**config.mk**
```make
export PLATFORM = sky130hd
export DESIGN_NAME = display_scan_ctrl
export DESIGN_NICKNAME = d
export VERILOG_FILES = /design/src/rtl/display_scan_ctrl.sv
export SDC_FILE = /design/constraint.sdc
export NUM_CORES = 1
export LEC_CHECK = 0
export ABC_AREA = 1
export CAP_MARGIN = 20
export CORE_ASPECT_RATIO = 0.9
export CORE_UTILIZATION = 57
export CTS_CLUSTER_DIAMETER = 200
export DETAILED_ROUTE_END_ITERATION = 6
export PLACE_DENSITY = 0.91
export SETUP_SLACK_MARGIN = 0.1
export SYNTH_ARGS = -nofsm -noshare
export SYNTH_HDL_FRONTEND = slang
export SYNTH_SLANG_ARGS = --single-unit
```
**constraint.sdc**
```tcl
create_clock -name clk -period 2.3 [get_ports clk]
set_input_delay 0.345 -clock clk [delete_from_list [all_inputs] [get_ports clk]]
set_output_delay 0.345 -clock clk [all_outputs]
set_load 0.05 [all_outputs]
```
**src/rtl/display_scan_ctrl.sv**
```systemverilog
// Four-digit multiplexed display scanner with a double-buffered BCD value.
// Latency: an accepted load shows from the next frame start (or from IDLE one cycle after acceptance); outputs are registered.
// Backpressure: load_ready low while the pending buffer holds a value not yet moved to the shadow at a frame end.
// Optional build macro DISPLAY_SCAN_LZB_EN: blank leading zero digits 3..1.
module display_scan_ctrl #(
    parameter int unsigned SCAN_DIV = 4
) (
    input  logic        clk,
    input  logic        rst_n,
    input  logic        enable,
    input  logic        load_valid,
    input  logic [15:0] load_data,
    output logic        load_ready,
    output logic [3:0]  digit_code,
    output logic [3:0]  anode_n,
    output logic        frame_tick
);

    typedef enum logic {
        IDLE = 1'b0,
        SCAN = 1'b1
    } state_t;

    localparam logic [15:0] PRESC_LAST = 16'(SCAN_DIV - 1);
    localparam logic [3:0]  BLANK      = 4'hF;

    state_t      state, nxt_state;
    logic [15:0] pending, nxt_pending;
    logic        pending_valid, nxt_pending_valid;
    logic [15:0] shadow, nxt_shadow;
    logic        shadow_valid, nxt_shadow_valid;
    logic [15:0] prescaler, nxt_prescaler;
    logic [1:0]  idx, nxt_idx;
    logic        load_acc;
    logic        frame_end;

    assign load_ready = !pending_valid;
    assign load_acc   = load_valid && !pending_valid;
    assign frame_end  = (state == SCAN) && (prescaler == PRESC_LAST) && (idx == 2'd3);

    // Nibble for the decoder; values above 9 pass through so the decoder blanks them.
    function automatic logic [3:0] digit_of(input state_t st, input logic [1:0] i,
                                            input logic [15:0] sh);
        logic [3:0] nib;
        logic       z3, z2, z1;
        logic       lead_zero;
        case (i)
            2'd0:    nib = sh[3:0];
            2'd1:    nib = sh[7:4];
            2'd2:    nib = sh[11:8];
            default: nib = sh[15:12];
        endcase
        z3 = (sh[15:12] == 4'd0);
        z2 = z3 && (sh[11:8] == 4'd0);
        z1 = z2 && (sh[7:4] == 4'd0);
        case (i)
            2'd3:    lead_zero = z3;
            2'd2:    lead_zero = z2;
            2'd1:    lead_zero = z1;
            default: lead_zero = 1'b0;
        endcase
`ifdef DISPLAY_SCAN_LZB_EN
        if (lead_zero) begin
            nib = BLANK;
        end
`else
        if (lead_zero && 1'b0) begin
            nib = BLANK;
        end
`endif
        if (st != SCAN) begin
            nib = BLANK;
        end
        return nib;
    endfunction

    function automatic logic [3:0] anode_of(input state_t st, input logic [1:0] i);
        logic [3:0] a;
        a = 4'b1111;
        if (st == SCAN) begin
            a[i] = 1'b0;
        end
        return a;
    endfunction

    always_comb begin
        nxt_state         = state;
        nxt_pending       = pending;
        nxt_pending_valid = pending_valid;
        nxt_shadow        = shadow;
        nxt_shadow_valid  = shadow_valid;
        nxt_prescaler     = prescaler;
        nxt_idx           = idx;

        case (state)
            IDLE: begin
                if (enable && (pending_valid || shadow_valid)) begin
                    nxt_state     = SCAN;
                    nxt_prescaler = 16'd0;
                    nxt_idx       = 2'd0;
                    if (pending_valid) begin
                        nxt_shadow        = pending;
                        nxt_shadow_valid  = 1'b1;
                        nxt_pending_valid = 1'b0;
                    end
                end
            end
            default: begin
                // A completed frame always hands over pending, even if scanning stops here.
                if (frame_end && pending_valid) begin
                    nxt_shadow        = pending;
                    nxt_shadow_valid  = 1'b1;
                    nxt_pending_valid = 1'b0;
                end
                if (!enable) begin
                    nxt_state     = IDLE;
                    nxt_prescaler = 16'd0;
                    nxt_idx       = 2'd0;
                end else if (prescaler == PRESC_LAST) begin
                    nxt_prescaler = 16'd0;
                    nxt_idx       = idx + 2'd1;
                end else begin
                    nxt_prescaler = prescaler + 16'd1;
                end
            end
        endcase

        // Acceptance needs pending empty, so it never collides with a handover.
        if (load_acc) begin
            nxt_pending       = load_data;
            nxt_pending_valid = 1'b1;
        end
    end

    // Outputs are decoded from the next-state values so they stay registered yet track the state exactly.
    always_ff @(posedge clk or negedge rst_n) begin
        if (!rst_n) begin
            state         <= IDLE;
            pending       <= 16'd0;
            pending_valid <= 1'b0;
            shadow        <= 16'd0;
            shadow_valid  <= 1'b0;
            prescaler     <= 16'd0;
            idx           <= 2'd0;
            digit_code    <= BLANK;
            anode_n       <= 4'b1111;
            frame_tick    <= 1'b0;
        end else begin
            state         <= nxt_state;
            pending       <= nxt_pending;
            pending_valid <= nxt_pending_valid;
            shadow        <= nxt_shadow;
            shadow_valid  <= nxt_shadow_valid;
            prescaler     <= nxt_prescaler;
            idx           <= nxt_idx;
            digit_code    <= digit_of(nxt_state, nxt_idx, nxt_shadow);
            anode_n       <= anode_of(nxt_state, nxt_idx);
            frame_tick    <= (nxt_state == SCAN) && (nxt_prescaler == PRESC_LAST)
                             && (nxt_idx == 2'd3);
        end
    end

endmodule

```
==> results.txt, run 1 <==
The flow ran to the end, and the final reports show no timing, DRC or antenna violations. Summed over all layers, the global routing overflow is 0. The final non-filler cell area is 0.00365 mm². The wire length of the first global-routing pass is 11.7 mm.

The die area is 0.00565 mm². The count of standard-cell rows is 24. For this design, the sink count on the clock tree is 62. The number of vias in the routed layout came out at 2627. Among cell families on the critical path, the largest total delay comes from buffers and inverters. The footprint of the multi-input gates is 0.00128 mm². The wire-length estimate of the detail-placed layout is 4.99 mm.

The DRC violation count after routing is 0. TritonCTS built the clock tree. The transition at the pin with the smallest max-transition slack is 0.572 ns. The number of input and output port buffers inserted came out at 29. The clock tree root buffer cell is sky130_fd_sc_hd__clkbuf_8. Setup repair after global routing left no endpoint under its margin. The initial utilization of the core area, before any placement, comes to 61.2%. The number of nets in the layout is 430.

The number of filler instances in the final layout came out at 401. By area the synthesized netlist is led by sky130_fd_sc_hd__dfrtp_1 (44%), sky130_fd_sc_hd__nand2_1 (16%), sky130_fd_sc_hd__dfstp_2 (6.9%). The worst setup path is captured at a primary output. The H-tree depth came out at 3. The share of synthesized flip-flops with an asynchronous set or reset came out at 100%. The aggregate routed wire length is 6.99 mm. In this run, distinct cell masters in the synthesized netlist total 29. The routed length per instance came out at 14.6 µm. The total placed instance area is 0.00343 mm². The via count of the first global-routing pass came to 2443. The sequential area share after synthesis came out at 51.2%. The number of clock buffers inserted by TritonCTS is 9. The max-slew violation count came to 0. The average cell area after synthesis came out at 8.33 µm². The synthesized design spends more area on one cell type than any other, namely sky130_fd_sc_hd__dfrtp_1.

The number of enable-type register cells in the synthesized netlist came out at 0. The register clock-pin slew on the reported worst setup and hold paths came out at 0.07 ns. The number of primary I/O pins came out at 30. The worst slew margin relative to its limit came out at 61.9%. The maximum net fanout on the critical path came out at 5. The power density over the cells came out at 997 mW/mm². In this run, synthesis produced a sequential element count of 62. The signal on the critical path passes through inv_1, clkdlybuf4s50_1. The data required time of the critical path came out at 1.96 ns. Cells with a size suffix above 1 make up 18.6% of the layout. The count of buffering cells on the critical path with inverters included came out at 2. The min-delay analysis places its worst path in the category reg -> reg.

The clock latency of the later-clocked register in the worst-skew pair is 0.35 ns. The initial antenna violation count came to 0. Among all cell types in the netlist, the one instantiated most often is sky130_fd_sc_hd__nand2_1.

The largest single stage delay on the critical path is 0.80 ns. The worst-case vdd ir drop is 787 µV. The critical path is of the reg -> out type. The tool flagged a number of max-cap violations equal to 0. The area occupied by registers came out at 0.00156 mm². The number of nets in the synthesized netlist is 388.

The final clock skew came out at 0.00979 ns. For the final routed database, the setup TNS stands at 0 ns. Summed over its instances, the top area cell type makes up 44.3% of the synthesized netlist area. The total iterations of the first detailed-routing run came out at 5. The number of warning messages in the yosys log is 0. Dividing the detail-routed via count by the number of cells gives 5.50. STA classifies the critical path startpoint as a register. The synthesized netlist occupies a cell area of 0.00305 mm². The hold violation count in the final report is 0. The die boundary height is 71.4 µm.

The minimum clock period is 2.06 ns. The signed area change from the synthesized netlist to the final layout came out at 19.8%. The leakage power total is 1.82 nW. The final cycle utilization of the critical path came out at 89.7%. Global routing consumed, over all layers together, 28.0% of the routing resources. The antenna cell count came out at 0. The number of cells produced by synthesis is 366.

The data arrival time at the worst-slack endpoint is 1.72 ns. The placer congestion estimate is 0.979. Setup violations remaining at the end of the flow were counted as 0. The detail route stage leaves a number of antenna-violating nets equal to 0. After synthesis, the most frequently instantiated cells are sky130_fd_sc_hd__nand2_1 (131), sky130_fd_sc_hd__dfrtp_1 (54), sky130_fd_sc_hd__nor2_1 (40), sky130_fd_sc_hd__inv_1 (34), sky130_fd_sc_hd__nand3_1 (22). The iteration-0 DRC count of the detailed router is 203. The number of post-CTS setup repair buffers came out at 0.

The maximum number of pins on one net before global-route repair is 41. In the synthesized netlist the dominant register cell turns out to be sky130_fd_sc_hd__dfrtp_1. The core box area is 0.00498 mm². The die is 79.1 µm wide. The maximum clock rate is 484 MHz. The maximum number of buffers from clock root to sink is 2. The slowest stage of the critical path belongs to the cell sky130_fd_sc_hd__clkdlybuf4s50_1.
## power by group
| group | switching (W) | total [W] | internal (W) |
|---|---|---|---|
| clock | 0.000461 | 0.000996 | 0.000534 |
| sequential | 0.000157 | 0.00163 | 0.00147 |
| combinational | 0.000623 | 0.00102 | 0.000399 |
| total | 0.00124 | 0.00364 | 0.00240 |
## flip-flops by register name (all words and copies together), names as in the netlist, 2 cells and up
register    count
shadow         16
prescaler      16
anode_n         4
pending        16
digit_code      4
idx             2
## stage by stage
step                      hold slack [ns]  cells  setup WS (ns)  total power, W  util [%]
after floorplan                    0.0494    366          0.646         0.00232         -
after global placement              0.361    461          0.287         0.00260      68.9
after detailed placement            0.369    461          0.207         0.00265      68.9
after CTS                           0.477    478          0.258         0.00365      73.3
after global routing                0.505    478          0.111         0.00383      73.3
final                               0.482    478          0.236         0.00364      73.3
## cell type report
cell class	count	share of cell area, %
repair buffers	36	9.65
flip-flops and latches	62	42.7
inverters	45	4.62
well taps	65	2.23
multi-input cells	254	35.1
clock inverters	6	1.92
clock buffers	10	3.77
## routing by layer
layer  share of wire (%)  global-route usage, %  vias to the layer above  wire length, µm
li1                    -                      -                     1235                -
met5                   0                      0                        -                0
met3                 6.8                   7.90                       18              478
met4                 2.4                   9.90                        0              170
met1                  43                   38.2                     1261             3040
met2                  47                   43.0                      113             3300
## final timing paths
kind                               start            to  slack (ns)  cells past startpoint
setup / recovery           pending_valid    load_ready        0.24                      2
hold / removal                 shadow[3]     shadow[3]        0.48                      2
setup reg to reg            prescaler[0]    frame_tick        0.27                     13
hold reg to reg                shadow[3]     shadow[3]        0.48                      2
max in group asynchronous          rst_n    anode_n[1]        1.11                      3
min in group asynchronous          rst_n  prescaler[9]        0.52                      2
## cells in the final DEF (no fill, tap or decap), types with 3 or more instances in the layout
cell type	Yosys	layout
sky130_fd_sc_hd__o21ai_0	7	7
sky130_fd_sc_hd__inv_2	10	10
sky130_fd_sc_hd__nand3_1	22	22
sky130_fd_sc_hd__nand4_1	12	12
sky130_fd_sc_hd__clkinvlp_4	0	3
sky130_fd_sc_hd__mux2_2	16	16
sky130_fd_sc_hd__buf_4	1	5
sky130_fd_sc_hd__nor2_1	40	40
sky130_fd_sc_hd__inv_1	34	34
sky130_fd_sc_hd__nor2_4	5	5
sky130_fd_sc_hd__clkbuf_8	0	10
sky130_fd_sc_hd__dfstp_2	8	8
sky130_fd_sc_hd__dfrtp_1	54	54
sky130_fd_sc_hd__nand2_1	131	131
sky130_fd_sc_hd__nand2_4	3	3
sky130_fd_sc_hd__clkdlybuf4s50_1	0	28
## tightest hold or removal path: cells and delay by family (launching register included)
family,cells,cell delay (ns)
flops,1,0.32
simple gates,2,0.13
## repair_timing
| item | in CTS | in global routing |
|---|---|---|
| setup endpoints to repair | 0 | 1 |
| endpoints found under the hold margin | 5 | 0 |
| resized for setup | 0 | 1 |
| hold buffers | 1 | 0 |
## logic make-up (layout without fill, tap and decap cells)
family / Yosys count / in the layout / synth area share (%)
fa+ha+maj: 2 / 2 / 0.820
mux: 16 / 16 / 5.91
flops: 62 / 62 / 51.2
simple gates: 222 / 222 / 32.3
compound gates: 14 / 14 / 2.91
buf+inv: 50 / 97 / 6.85
Note: power is estimated with default switching activity, not from simulation.
==> run 2: changes to the inputs <==
Settings changed: CORE_MARGIN set to 2.
==> results.txt, run 2 (synthesized netlist as in run 1, its figures left out) <==
The vias per cell was 5.26 (-4.3%). The max-slew violation count is 0 (unchanged). The via count of the first global-routing pass came out at 2430 (-0.53%). The library cell used most frequently in the layout, excluding fill and tap cells, is sky130_fd_sc_hd__nand2_1.

The met1 global-route usage was 32.0% (-6.3 points). The register clock-pin slew on the reported worst setup and hold paths was 0.07 ns (about the same). The footprint of the multi-input gates is 0.00129 mm² (+0.88%). The wire length of the first global-routing pass is 10.8 mm (-7.7%). The final cycle utilization of the critical path came out at 91.0% (+1.2 points). The initial core utilization is 58.7% (-2.4 points). TritonCTS built the clock tree.

The H-tree depth came to 3 (unchanged). The number of primary I/O pins came out at 30 (unchanged). The leakage power total is 1.83 nW (+0.60%). In the final layout, the registers with the most flip-flops are pending: 16 flops, prescaler: 16 flops, shadow: 16 flops. The flow ran to the end, and the final reports show no timing, DRC or antenna violations. The count of standard-cell rows is 25 (+4.2%).

The hold violation count in the final report is 0 (unchanged). The worst-case vdd ir drop came to 702 µV (-11%). The antenna cell count came out at 0 (unchanged). The maximum number of buffers from clock root to sink came to 2 (unchanged). The root buffer cell chosen for the clock tree is sky130_fd_sc_hd__clkbuf_8. The aggregate global routing overflow came to 0 (unchanged). The overall fraction of global-route tracks in use is 24.5% (-3.5 points).

The final clock skew came to 0.0102 ns (+0.000460 ns). Setup repair after global routing left no endpoint under its margin. The clock sink count is 62 (unchanged). The initial antenna violation count came to 0 (unchanged). The number of input and output port buffers inserted is 29 (unchanged). The cell count of the worst reg-to-reg path is 14 (+1). The path class of the tightest hold or removal check is in -> async.

The minimum clock period came out at 2.09 ns (+0.0287 ns). The number of nets with antenna violations after detailed routing is 0 (unchanged). The met3 routing resource usage after global routing came out at 9.09% (+1.2 points). The final critical-path setup slack was 0.207 ns (-0.0287 ns).

The number of nets in the layout is 433 (+0.70%). The library cells used most frequently in the layout, excluding fill and tap cells, are sky130_fd_sc_hd__nand2_1 (130), sky130_fd_sc_hd__dfrtp_1 (54), sky130_fd_sc_hd__nor2_1 (40), sky130_fd_sc_hd__inv_1 (34), sky130_fd_sc_hd__clkdlybuf4s50_1 (28). The aggregate routed wire length is 6.46 mm (-7.5%). The worst setup slack after placement came out at 0.0715 ns (-0.135 ns). The number of violations of the max-capacitance limit came out at 0 (unchanged). The number of clock buffers inserted by TritonCTS is 9 (unchanged). The maximum net fanout on the critical path came out at 7 (+2). met2 is the most crowded layer.

The total iterations of the first detailed-routing run is 5 (unchanged). The area occupied by registers came out at 0.00156 mm² (unchanged). The transition at the pin with the smallest max-transition slack was 0.497 ns (-0.0750 ns).

The clock latency of the later-clocked register in the worst-skew pair came out at 0.35 ns (about the same). The worst slew margin relative to its limit is 66.8% (+4.9 points). The width of the die came to 81.1 µm (+2.5%). The routed length per instance came out at 13.4 µm (-8.5%). The die area came out at 0.00595 mm² (+5.4%).

The worst setup path is launched from a register. STA classifies the critical path endpoint as a register. The DRC violation count after routing was 0 (unchanged). The maximum number of pins on one net before global-route repair came out at 31 (-24%). The share of final-layout standard cells stronger than drive strength 1 came to 19.5% (+0.83 points). The power density over the cells came out at 987 mW/mm² (-1.0%). The iteration-0 DRC count of the detailed router is 160 (-21%).

The post-route worst hold slack came out at 0.365 ns (-0.117 ns). The critical path is of the reg -> reg type. The number of failing setup endpoints in the final timing report is 0 (unchanged). The number of vias in the routed layout came out at 2541 (-3.3%). The maximum clock rate is 478 MHz (-1.4%).

The die boundary height came to 73.4 µm (+2.8%). The core box area is 0.00519 mm² (+4.2%). The data arrival time at the worst-slack endpoint came out at 2.34 ns (+0.62 ns). The utilization after layout is 70.8% (-2.5 points). The area growth from synthesis to layout is 20.5%. The data required time of the critical path is 2.54 ns (+0.58 ns). The total negative slack was 0 ns (unchanged). The detailed placement HPWL was 4.52 mm (-9.3%). The number of filler instances in the final layout was 397 (-1.0%). The placer congestion estimate came out at 0.981 (+0.19%). The global routing usage on met2 is 36.7% (-6.3 points).
==> run 2: worst paths after layout <==
kind	from	end	slack [ns]
setup reg to reg	prescaler[1]	digit_code[2]	0.21
hold / removal	rst_n	prescaler[3]	0.36
min in group clk	shadow[15]	shadow[15]	0.47
hold reg to reg	shadow[15]	shadow[15]	0.47
max in group asynchronous	rst_n	shadow[4]	1.31
setup / recovery	prescaler[1]	digit_code[2]	0.21
==> run 2: cell type report <==
cell class	instances	share of cell area (%)
clock buffers	9	3.37
clock inverters	7	2.18
inverters	45	4.60
multi-input cells	254	35.2
flip-flops and latches	62	42.5
well taps	67	2.28
repair buffers	39	9.87
==> run 2: repair_timing <==
item	CTS	global route
resized for setup	0	3
endpoints found under the hold margin	8	0
endpoints found under the setup margin	0	5
hold buffers	1	0
buffers inserted	0	4
==> run 2: power by group <==
part	leakage (nW)	switching, W	internal, W
registers	0.764	0.000149	0.00147
clock network	0.0968	0.000469	0.000512
logic	0.969	0.000617	0.000411
total	1.83	0.00123	0.00239
==> run 2: per-stage QoR <==
| stage | cell area (µm²) | total power [W] | cells |
|---|---|---|---|
| 3_5_place_dp | 3420 | 0.00262 | 462 |
| 3_3_place_gp | 3420 | 0.00258 | 462 |
| 4_1_cts | 3630 | 0.00362 | 479 |
| 5_1_grt | 3670 | 0.00383 | 483 |
| 2_1_floorplan | 3050 | 0.00232 | 366 |
| 6_report | 3670 | 0.00363 | 483 |
==> run 2: layer usage <==
| metal | wire, µm | up-vias |
|---|---|---|
| li1 | - | 1238 |
| met1 | 2730 | 1177 |
| met2 | 3090 | 103 |
| met3 | 483 | 23 |
| met4 | 156 | 0 |
| met5 | 0 | - |
==> run 2: critical path, cell delays in order (launching register included) <==
cell,delay (ns)
sky130_fd_sc_hd__dfrtp_1,0.40
sky130_fd_sc_hd__ha_2,0.22
sky130_fd_sc_hd__inv_1,0.04
sky130_fd_sc_hd__nor2_1,0.07
sky130_fd_sc_hd__nand2_1,0.11
sky130_fd_sc_hd__nor2_4,0.19
sky130_fd_sc_hd__nand2_4,0.10
sky130_fd_sc_hd__nand2_8,0.09
sky130_fd_sc_hd__nand3_1,0.10
sky130_fd_sc_hd__nand2_2,0.14
sky130_fd_sc_hd__inv_2,0.07
sky130_fd_sc_hd__nand2_1,0.09
sky130_fd_sc_hd__nor2_1,0.05
sky130_fd_sc_hd__nor2_1,0.14
sky130_fd_sc_hd__nand4_1,0.15
